### src/rtl/deserializer_unit_cell_16.sv
// Serial-to-parallel receive cell: aligns to SYNC, assembles DATA_W bits LSB first,
// skips gap slots and free-runs frame after frame once locked.
//
// state | meaning
// IDLE  | unaligned, waiting for the first SYNC
// SHIFT | data slots, CNT 0..DATA_W-1
// GAP   | gap slots, CNT DATA_W..FRAME_LEN-1
module deserializer_unit_cell_16 #(
  parameter int DATA_W    = 16,
  parameter int FRAME_LEN = 32
) (
  input  logic              CLK,
  input  logic              RESET,
  input  logic              SERIAL_IN,
  input  logic              SYNC,
  output logic [DATA_W-1:0] PAR_OUT,
  output logic              PAR_VALID,
  output logic              LOCKED,
  output logic              SYNC_ERR
);

  localparam int CNT_W = (FRAME_LEN > 1) ? $clog2(FRAME_LEN) : 1;
  localparam logic [CNT_W-1:0] LAST_DATA = CNT_W'(DATA_W - 1);
  localparam logic [CNT_W-1:0] FIRST_GAP = CNT_W'(DATA_W);
  localparam logic [CNT_W-1:0] LAST_SLOT = CNT_W'(FRAME_LEN - 1);
  localparam bit               HAS_GAP   = (FRAME_LEN > DATA_W);

  typedef enum logic [1:0] {IDLE, SHIFT, GAP} state_t;

  state_t            state;
  logic [CNT_W-1:0]  cnt;
  logic [DATA_W-1:0] shift_q;

  always_ff @(posedge CLK) begin
    PAR_VALID <= 1'b0;
    SYNC_ERR  <= 1'b0;
    if (RESET) begin
      state   <= IDLE;
      cnt     <= '0;
      shift_q <= '0;
      PAR_OUT <= '0;
      LOCKED  <= 1'b0;
    end else if (SYNC) begin
      // SYNC always realigns; only the expected bit-0 slot is silent
      shift_q  <= {SERIAL_IN, {(DATA_W-1){1'b0}}};
      cnt      <= CNT_W'(1);
      state    <= SHIFT;
      LOCKED   <= 1'b1;
      SYNC_ERR <= (state == GAP) || ((state == SHIFT) && (cnt != '0));
    end else begin
      case (state)
        IDLE: begin
          state <= IDLE;
        end
        SHIFT: begin
          shift_q <= {SERIAL_IN, shift_q[DATA_W-1:1]};
          if (cnt == LAST_DATA) begin
            PAR_OUT   <= {SERIAL_IN, shift_q[DATA_W-1:1]};
            PAR_VALID <= 1'b1;
            if (HAS_GAP) begin
              state <= GAP;
              cnt   <= FIRST_GAP;
            end else begin
              cnt <= '0;
            end
          end else begin
            cnt <= cnt + 1'b1;
          end
        end
        GAP: begin
          if (cnt == LAST_SLOT) begin
            cnt   <= '0;
            state <= SHIFT;
          end else begin
            cnt <= cnt + 1'b1;
          end
        end
        default: begin
          state <= IDLE;
          cnt   <= '0;
        end
      endcase
    end
  end

endmodule

### config.mk
export PLATFORM = sky130hd
export DESIGN_NAME = deserializer_unit_cell_16
export DESIGN_NICKNAME = d
export VERILOG_FILES = /design/src/rtl/deserializer_unit_cell_16.sv
export SDC_FILE = /design/constraint.sdc
export NUM_CORES = 1
export LEC_CHECK = 0
export BUFFER_PORTS_ARGS = -buffer_cell sky130_fd_sc_hd__buf_2
export CAP_MARGIN = 20
export CELL_PAD_IN_SITES_DETAIL_PLACEMENT = 0
export CELL_PAD_IN_SITES_GLOBAL_PLACEMENT = 1
export CORE_ASPECT_RATIO = 0.8
export CORE_MARGIN = 10
export CORE_UTILIZATION = 38
export DETAILED_ROUTE_END_ITERATION = 8
export GPL_TIMING_DRIVEN = 0
export PLACE_DENSITY = 0.8
export RECOVER_POWER = 100
export SETUP_SLACK_MARGIN = 0.02
export SYNTH_ARGS = -nofsm -noshare
export SYNTH_HDL_FRONTEND = slang
export SYNTH_SLANG_ARGS = --single-unit
### constraint.sdc
create_clock -name CLK -period 1.7 [get_ports CLK]
set_input_delay 0.085 -clock CLK [delete_from_list [all_inputs] [get_ports CLK]]
set_output_delay 0.085 -clock CLK [all_outputs]
set_load 0.02 [all_outputs]
* Word-level counts from Yosys, hierarchy flattened *
Cells that the tools add are included.

operators by class
  add/subtract/negate cells = 1
  $mul = 0
  divide/modulo/power cells = 0
  $lt $le $gt $ge = 0
  equal/unequal tests = 9
  shift operators = 0
  mux-type cells = 11
  bitwise logic cells = 2
  reduce and logical (&&, ||, !) cells = 11

operators by type and width
  cell                                                                      number
  16-bit 2-to-1 mux                                                         2
  5-bit case mux with 3 select lines                                        1
  5-bit 2-to-1 mux                                                          2
  3-bit by 2-bit inequality test with 1-bit output (second input constant)  2
  5-bit by 1-bit adder with 5-bit output (second input constant)            1
  5-bit by 4-bit equality test with 1-bit output (second input constant)    1
  5-bit equality test (second input constant)                               1
  5-bit nonzero test                                                        1
  2-bit 2-to-1 mux                                                          2
  2-bit by 1-bit inequality test with 1-bit output (second input constant)  2
  2-bit case mux with 2 select lines                                        1
  2-bit AND reduction                                                       2
  2-bit OR reduction                                                        2
  1-bit 2-to-1 mux                                                          3
  3-bit AND reduction                                                       1
  3-bit OR reduction                                                        1
  2-bit by 1-bit equality test with 1-bit output (second input constant)    1
  2-bit equality test (second input constant)                               1
  2-bit zero test                                                           1
  2-bit inequality test (second input constant)                             1
  1-bit NOT                                                                 2
  2-bit nonzero test                                                        1
  1-bit logical AND                                                         1
  1-bit logical OR                                                          1

word-level totals
  register bits after elaboration = 42
  bits in latches = 0
  bits in writable memories = 0
  memory bits (read-only) = 0
  input bits = 4
  word-level logic and storage cells = 44
  memories = 0

* Longest topological paths before layout *
Gate-level depths: netlist of run 1.

  depth in word-level cells = 4
  gate-level depth with buffers = 8
  mapped depth without buffers = 7

* Worst setup path before layout of run 1 *
Ideal clock, no wire load.

  kind = register -> register
  start point = register cnt[0]
  end point = register cnt[3]
  setup time = 0.074 ns
  arrival = 1.540 ns
  path slack = 0.086 ns
  cell stages (with the launch flop) = 8
  buffers on the path = 0
  path through = dfxtp_1 ha_1 and3_1 ha_1 nand2b_1 a21oi_2 nand3_1 a31oi_1

between the ends
  cells in the longest elaborated chain, start to end = 3
  elaborated cells between the ends (all ways) = 6
  classes of those cells = 1 x add/sub; 2 x eq/ne; 3 x mux

ends and longest elaborated chain
  item                                                            line    RTL
  start: declaration                                              31      logic [CNT_W-1:0] cnt;
  start signal: assignment                                        67      cnt <= cnt + 1'b1;
  start signal: assignment                                        75      cnt <= cnt + 1'b1;
  5-bit by 1-bit adder with 5-bit output (tied with other cells)  67, 75
  5-bit 2-to-1 mux (on tied branches)                             71, 57
  5-bit case mux with 3 select lines (*)                          51      case (state)

Mark *: on every way between the ends. The rest lies on a longest branch, timed or not.
A chain may end at the register's enable or synchronous reset.

* Worst setup path in the final report of run 1 *
Ends and elaborated chain as after synthesis.

==> impl_metrics.csv, run 1 <==
group,metric,value,unit
worst_setup_path,path_cells,"ha_1 > and3_4 > ha_4 > nand2b_4 > a21oi_4 > nand3_1 > a31oi_1",
global_routing,grt_pass1_wl,5660,µm
cells_and_area,multi_input_area,779,µm²
placed_design,place_hpwl,2380,µm
flow_run,drv_cap,0,
cts,cts_root_buf,"clkbuf_8",
global_routing,grt.total_usage,9.39,%
floorplanning,pin_count,23,
power_and_ir_drop,power.leakage,0.686,nW
synthesis,synth.distinct_cells,27,
status,status,"finished, final reports clean",
synthesis,syn_inst,185,
cts,cts_buffers,5,
cts,htree_levels,2,
cells_and_area,seqCellArea,823,µm²
floorplanning,die-area,0.00738,mm²
cells_and_area,final_nets,225,
worst_setup_path,cp.depth,7,
sta,relSlewSlack,65.3,%
worst_setup_path,rr_worst_depth,7,
worst_setup_path,setup.worst_path.start_class,"flip-flop",
sta,tightest_slew,0.521,ns
global_routing,grt_pass1_vias,1204,
synthesis,yosysTopAreaCell,"dfxtp_1",
synthesis,synth_seq_area_share,49.9,%
synthesis,netlist_area,0.00165,mm²
power_and_ir_drop,powerDensity,934,mW/mm²
route,ant_nets,0,
worst_setup_path,cp.arrival,1.83,ns
synthesis,syn-num-nets,197,
cells_and_area,design_area,0.00194,mm²
global_routing,overflow,0,
sta,setup_viol,0,
worst_setup_path,endpoint_kind,"flip-flop",
placed_design,port_buffers,22,
sta,fin_skew,0.00273,ns
route,dr_total_vias,1272,
synthesis,synth_area_leaders,"dfxtp_1, nand2_1, mux2i_1, a21oi_1, ha_1",
sta,layout_setup_ws,0.0918,ns
cts,insertion_delay,0.29,ns
route,via_per_inst,4.71,
cells_and_area,n_fill_cell,424,
cells_and_area,diodes,0,
cts,cts.reportedPaths.clkPinSlew,0.08,ns
worst_setup_path,slowest_stage,"dfxtp_2",
route,avgRoutedWirePerCell,12.6,µm
min_path,worstHoldPathCells,3,
sta,slew_violations,0,
route,drc,0,
placed_design,gp_congestion,0.809,
worst_setup_path,cp.required,1.92,ns
cts,clockBufferDepth,2,
route,wl,3400,µm
floorplanning,num_rows,21,
cts,cts_sinks,41,
cts,cts_tree,"done",
cells_and_area,drive_gt1_share,10.8,%
synthesis,synth-seq-cells,41,
worst_setup_path,critPathTopFamily,"simple AND/OR/NAND/NOR gates",
cts,cts_hold_buf,0,
worst_setup_path,path_buf_inv,0,
sta,finalCriticalPeriod,1.61,ns
synthesis,avgSynthCellArea,8.89,µm²
cells_and_area,synthToLayoutAreaGrowth,17.7,%
global_routing,antenna_found_initial,0,
sta,rsz0062_at_grt,"true",
floorplanning,die_w,93.6,µm
route,dr.first_iter.drc_count,71,
worst_setup_path,cp_max_fo,4,
global_routing,grt_max_degree,13,
floorplanning,start_util,39.4,%
sta,hold_viol,0,
route,firstDrtPassIters,4,
sta,fmaxAchievable,622,MHz
worst_setup_path,max_stage_delay,0.34,ns
floorplanning,core,0.00418,mm²
placed_design,placed_area,0.00183,mm²
synthesis,synth_warnings,0,
worst_setup_path,path_class,"flip-flop to flip-flop",
placed_design,preCtsSetupSlack,-0.0946,ns
min_path,min_path_type,"input pin to flip-flop",
synthesis,synth_top_area_share,49.9,%
floorplanning,die_y,78.9,µm
sta,layout_worst_path_cycle_share,94.6,%
power_and_ir_drop,ir_worst_vdd,0.624,mV
[flip-flops by register name (all words and copies together) (netlist names)]
name / flops
LOCKED: 1
PAR_OUT: 16
PAR_VALID: 1
SYNC_ERR: 1
cnt: 5
shift_q: 15
state: 2
[power by group]
group / leakage [nW] / total (W) / switching (W) / internal, W
registers: 0.332 / 0.000972 / 0.00000479 / 0.000967
clock network: 0.0540 / 0.000749 / 0.000322 / 0.000427
logic: 0.300 / 0.0000891 / 0.0000570 / 0.0000321
total: 0.686 / 0.00181 / 0.000384 / 0.00143
[metrics by stage]
step	cells	power, W	TNS [ns]	hold slack (ns)	util (%)
2_1_floorplan	185	0.00106	0	0.154	-
3_3_place_gp	264	0.00108	-0.198	0.315	43.7
3_5_place_dp	264	0.00108	-0.342	0.321	43.7
4_1_cts	271	0.00183	0	0.0123	47.0
5_1_grt	270	0.00188	0	0.0601	46.4
6_report	270	0.00181	0	0.0648	46.4
[area by class of cell]
type	instances	share of cell area, %
buffer	8	2.84
tap	57	3.68
clock buffer	5	3.55
sequential	41	42.5
inverter	5	0.969
timing repair buffer	22	4.39
multi-input combinational	130	40.2
clock inverter	2	1.81
[worst register-to-register path, stage by stage (launching register included)]
cell and delay (ns):
dfxtp_2 0.34, ha_1 0.22, and3_4 0.21, ha_4 0.17, nand2b_4 0.17, a21oi_4 0.20, nand3_1 0.10, a31oi_1 0.16
[synth_stat cells]
master / n
a21oi_1: 23
a21oi_2: 1
a22oi_1: 1
a311oi_1: 1
a31oi_1: 2
and3_1: 1
and3b_1: 1
buf_2: 2
buf_4: 2
buf_6: 3
clkbuf_1: 2
dfxtp_1: 41
ha_1: 8
inv_1: 5
mux2i_1: 14
nand2_1: 38
nand2b_1: 3
nand3_1: 3
nand3b_2: 1
nand4_1: 1
nand4b_1: 1
nor2_1: 25
nor2b_1: 1
nor3_1: 2
nor3b_1: 1
o21ai_0: 1
or2_1: 1
[worst paths after layout]
check	startpoint	endpoint	slack (ns)
setup / recovery	cnt[0]	cnt[3]	0.09
hold / removal	SERIAL_IN	PAR_OUT[15]	0.06
setup reg to reg	cnt[0]	cnt[3]	0.09
hold reg to reg	PAR_OUT[5]	PAR_OUT[5]	0.46
[repair_timing]
action / in CTS / in global routing
resized for setup: 8 / 2
pin swaps: 1 / 2
buffers inserted: 0 / 0
endpoints found under the setup margin: 15 / 11
cloned: 0 / 0
[cell usage in the layout, fill, tap and decap left out, drive strengths merged]
master,count
dfxtp,41
nand2,38
clkbuf,28
nor2,25
a21oi,24
mux2i,14
ha,8
buf,7
inv,5
nand3,3
nand2b,3
nor3,2
a31oi,2
and3,1
and3b,1
nand3b,1
nor3b,1
or2,1
nor2b,1
a311oi,1
o21ai,1
nand4,1
nand4b,1
a22oi,1
bufinv,1
clkinv,1
[cell families after synthesis]
logic type	synth area share, %
adders and majority gates	6.08
AOI/OAI and AO/OA	9.58
and+or+nand+nor	20.8
DFF	49.9
buffers and inverters	5.17
muxes	8.52
[per-layer routing]
metal	vias up	routed length [µm]	track usage [%]
li1	659	-	-
met1	580	1690	11.7
met2	28	1400	14.0
met3	5	255	3.85
met4	0	49	4.09
met5	-	0	0
(Power assumes the default switching activity.)
==> run 2: changes to the inputs <==
--- a/config.mk
+++ b/config.mk
@@ -16,6 +16,7 @@
 export GPL_TIMING_DRIVEN = 0
 export PLACE_DENSITY = 0.8
 export RECOVER_POWER = 100
+export REMOVE_ABC_BUFFERS = 1
 export SETUP_SLACK_MARGIN = 0.02
 export SYNTH_ARGS = -nofsm -noshare
 export SYNTH_HDL_FRONTEND = slang
==> constraint.sdc (replaced) <==
create_clock -name CLK -period 1.7 [get_ports CLK]
set_input_delay 0.17 -clock CLK [delete_from_list [all_inputs] [get_ports CLK]]
set_output_delay 0.17 -clock CLK [all_outputs]
set_load 0.02 [all_outputs]
==> impl_metrics.csv, run 2 (synthesis results as in run 1) <==
group,metric,value,unit
status,status,"finished, final reports clean",
cts,clockBufferDepth,2,
route,firstDrtPassIters,4,
cells_and_area,synthToLayoutAreaGrowth,17.3,%
cts,cts_root_buf,"clkbuf_8",
worst_setup_path,cp.arrival,1.79,ns
global_routing,grt_pass1_vias,1186,
global_routing,grt_max_degree,24,
sta,tns,0,ns
cells_and_area,largest_reg_flops,16,
route,drc,0,
sta,finalCriticalPeriod,1.57,ns
cts,cts_buffers,5,
placed_design,port_buffers,22,
floorplanning,core,0.00418,mm²
global_routing,grt.total_usage,9.20,%
floorplanning,pin_count,23,
placed_design,place_hpwl,2050,µm
worst_setup_path,path_cells,"ha_4 > and3_4 > ha_1 > nand2b_4 > a21oi_2 > buf_4 > nand2_1 > a21oi_1",
sta,tightest_slew,0.666,ns
sta,layout_setup_ws,0.133,ns
route,wl_met2,1350,µm
flow_run,drv_cap,0,
global_routing,antenna_found_initial,0,
worst_setup_path,path_class,"flip-flop to flip-flop",
route,avgRoutedWirePerCell,12.3,µm
power_and_ir_drop,power.leakage,0.683,nW
sta,fmaxAchievable,638,MHz
sta,fin_skew,0.00901,ns
route,drt-met1-wl,1580,µm
route,wl,3260,µm
cells_and_area,reg_top3,"PAR_OUT (16), shift_q (15), cnt (5)",
cts,cts_hold_buf,0,
worst_setup_path,max_stage_delay,0.35,ns
route,route.met3.wl,252,µm
sta,slew_violations,0,
worst_setup_path,critPathTopFamily,"simple AND/OR/NAND/NOR gates",
worst_setup_path,setup.worst_path.start_class,"flip-flop",
worst_setup_path,cp.required,1.92,ns
global_routing,grt_pass1_wl,5420,µm
route,top_layer,"met4",
sta,rsz0062_at_grt,"false",
sta,relSlewSlack,55.6,%
worst_setup_path,path_buf_inv,1,
floorplanning,start_util,39.4,%
worst_setup_path,endpoint_kind,"flip-flop",
floorplanning,die_w,93.6,µm
floorplanning,die-area,0.00738,mm²
floorplanning,num_rows,21,
route,via_per_inst,4.73,
placed_design,preCtsSetupSlack,-0.616,ns
min_path,min_path_type,"input pin to flip-flop",
cells_and_area,drive_gt1_share,11.6,%
global_routing,overflow,0,
cells_and_area,layout_common_cells,"dfxtp_1, nand2_1, nor2_1",
cts,htree_levels,2,
power_and_ir_drop,powerDensity,939,mW/mm²
cts,cts.reportedPaths.clkPinSlew,0.07,ns
sta,hold_viol,0,
worst_setup_path,slowest_stage,"dfxtp_2",
route,dr_total_vias,1250,
cts,cts_tree,"done",
cells_and_area,diodes,0,
sta,layout_worst_path_cycle_share,92.2,%
cells_and_area,largest_register,"PAR_OUT",
route,dr.first_iter.drc_count,59,
worst_setup_path,cp_max_fo,6,
sta,setup_viol,0,
floorplanning,die_y,78.9,µm
placed_design,gp_congestion,0.731,
cts,insertion_delay,0.30,ns
cells_and_area,final_common_cell,"dfxtp_1",
cells_and_area,n_fill_cell,435,
cts,cts_sinks,41,
route,ant_nets,0,
cells_and_area,final_nets,219,
power_and_ir_drop,ir_worst_vdd,0.330,mV
run 2: cell count changes in the layout (fill, tap and decap cells not counted), moves of 2 or more:
cell,change
buf_6,-2
ha_4,+2
ha_1,-3
clkbuf_1,-3
run 2: stage by stage:
step | util, % | cells | hold WS [ns] | area [µm²] | total power [W]
2_1_floorplan | - | 176 | 0.239 | 1580 | 0.00104
3_3_place_gp | 42.1 | 255 | 0.429 | 1760 | 0.00107
3_5_place_dp | 42.1 | 255 | 0.429 | 1760 | 0.00107
4_1_cts | 46.3 | 263 | 0.112 | 1940 | 0.00184
5_1_grt | 46.2 | 264 | 0.133 | 1930 | 0.00189
6_report | 46.2 | 264 | 0.124 | 1930 | 0.00181
run 2: layer usage:
| metal | GRT usage [%] | up-vias |
|---|---|---|
| met3 | 4.70 | 8 |
| met4 | 5.00 | 0 |
| met1 | 10.7 | 564 |
| met5 | 0 | - |
| li1 | - | 655 |
| met2 | 13.5 | 23 |
run 2: cell type report:
type,instances,area [µm²],area share (%)
sequential,41,823,42.6
multi-input combinational,130,812,42.1
inverter,5,18.8,0.972
clock buffer,5,68.8,3.56
clock inverter,2,35.0,1.81
timing repair buffer,24,101,5.25
tap,57,71.3,3.69
run 2: tightest hold or removal path: stages:
cell and delay [ns]:
buf_2 0.10, nand2_1 0.05, a21oi_1 0.05
run 2: path summary, 6_finish.rpt:
check,start,to,slack [ns],depth (start not counted)
worst min-delay path,SERIAL_IN,PAR_OUT[15],0.12,3
worst max-delay path,cnt[1],cnt[0],0.13,8
worst max register to register,cnt[1],cnt[0],0.13,8
worst min register to register,shift_q[1],PAR_OUT[0],0.45,2
run 2: power breakdown:
group          switching (W)  internal (W)
clock network       0.000326      0.000427
registers         0.00000621      0.000967
logic              0.0000538     0.0000322
total               0.000386       0.00143
run 2: what timing repair did:
action,4_1_cts,5_1_grt
setup endpoints to repair,40,20
setup buffers,1,1
resized for setup,12,5
pin swaps,1,0
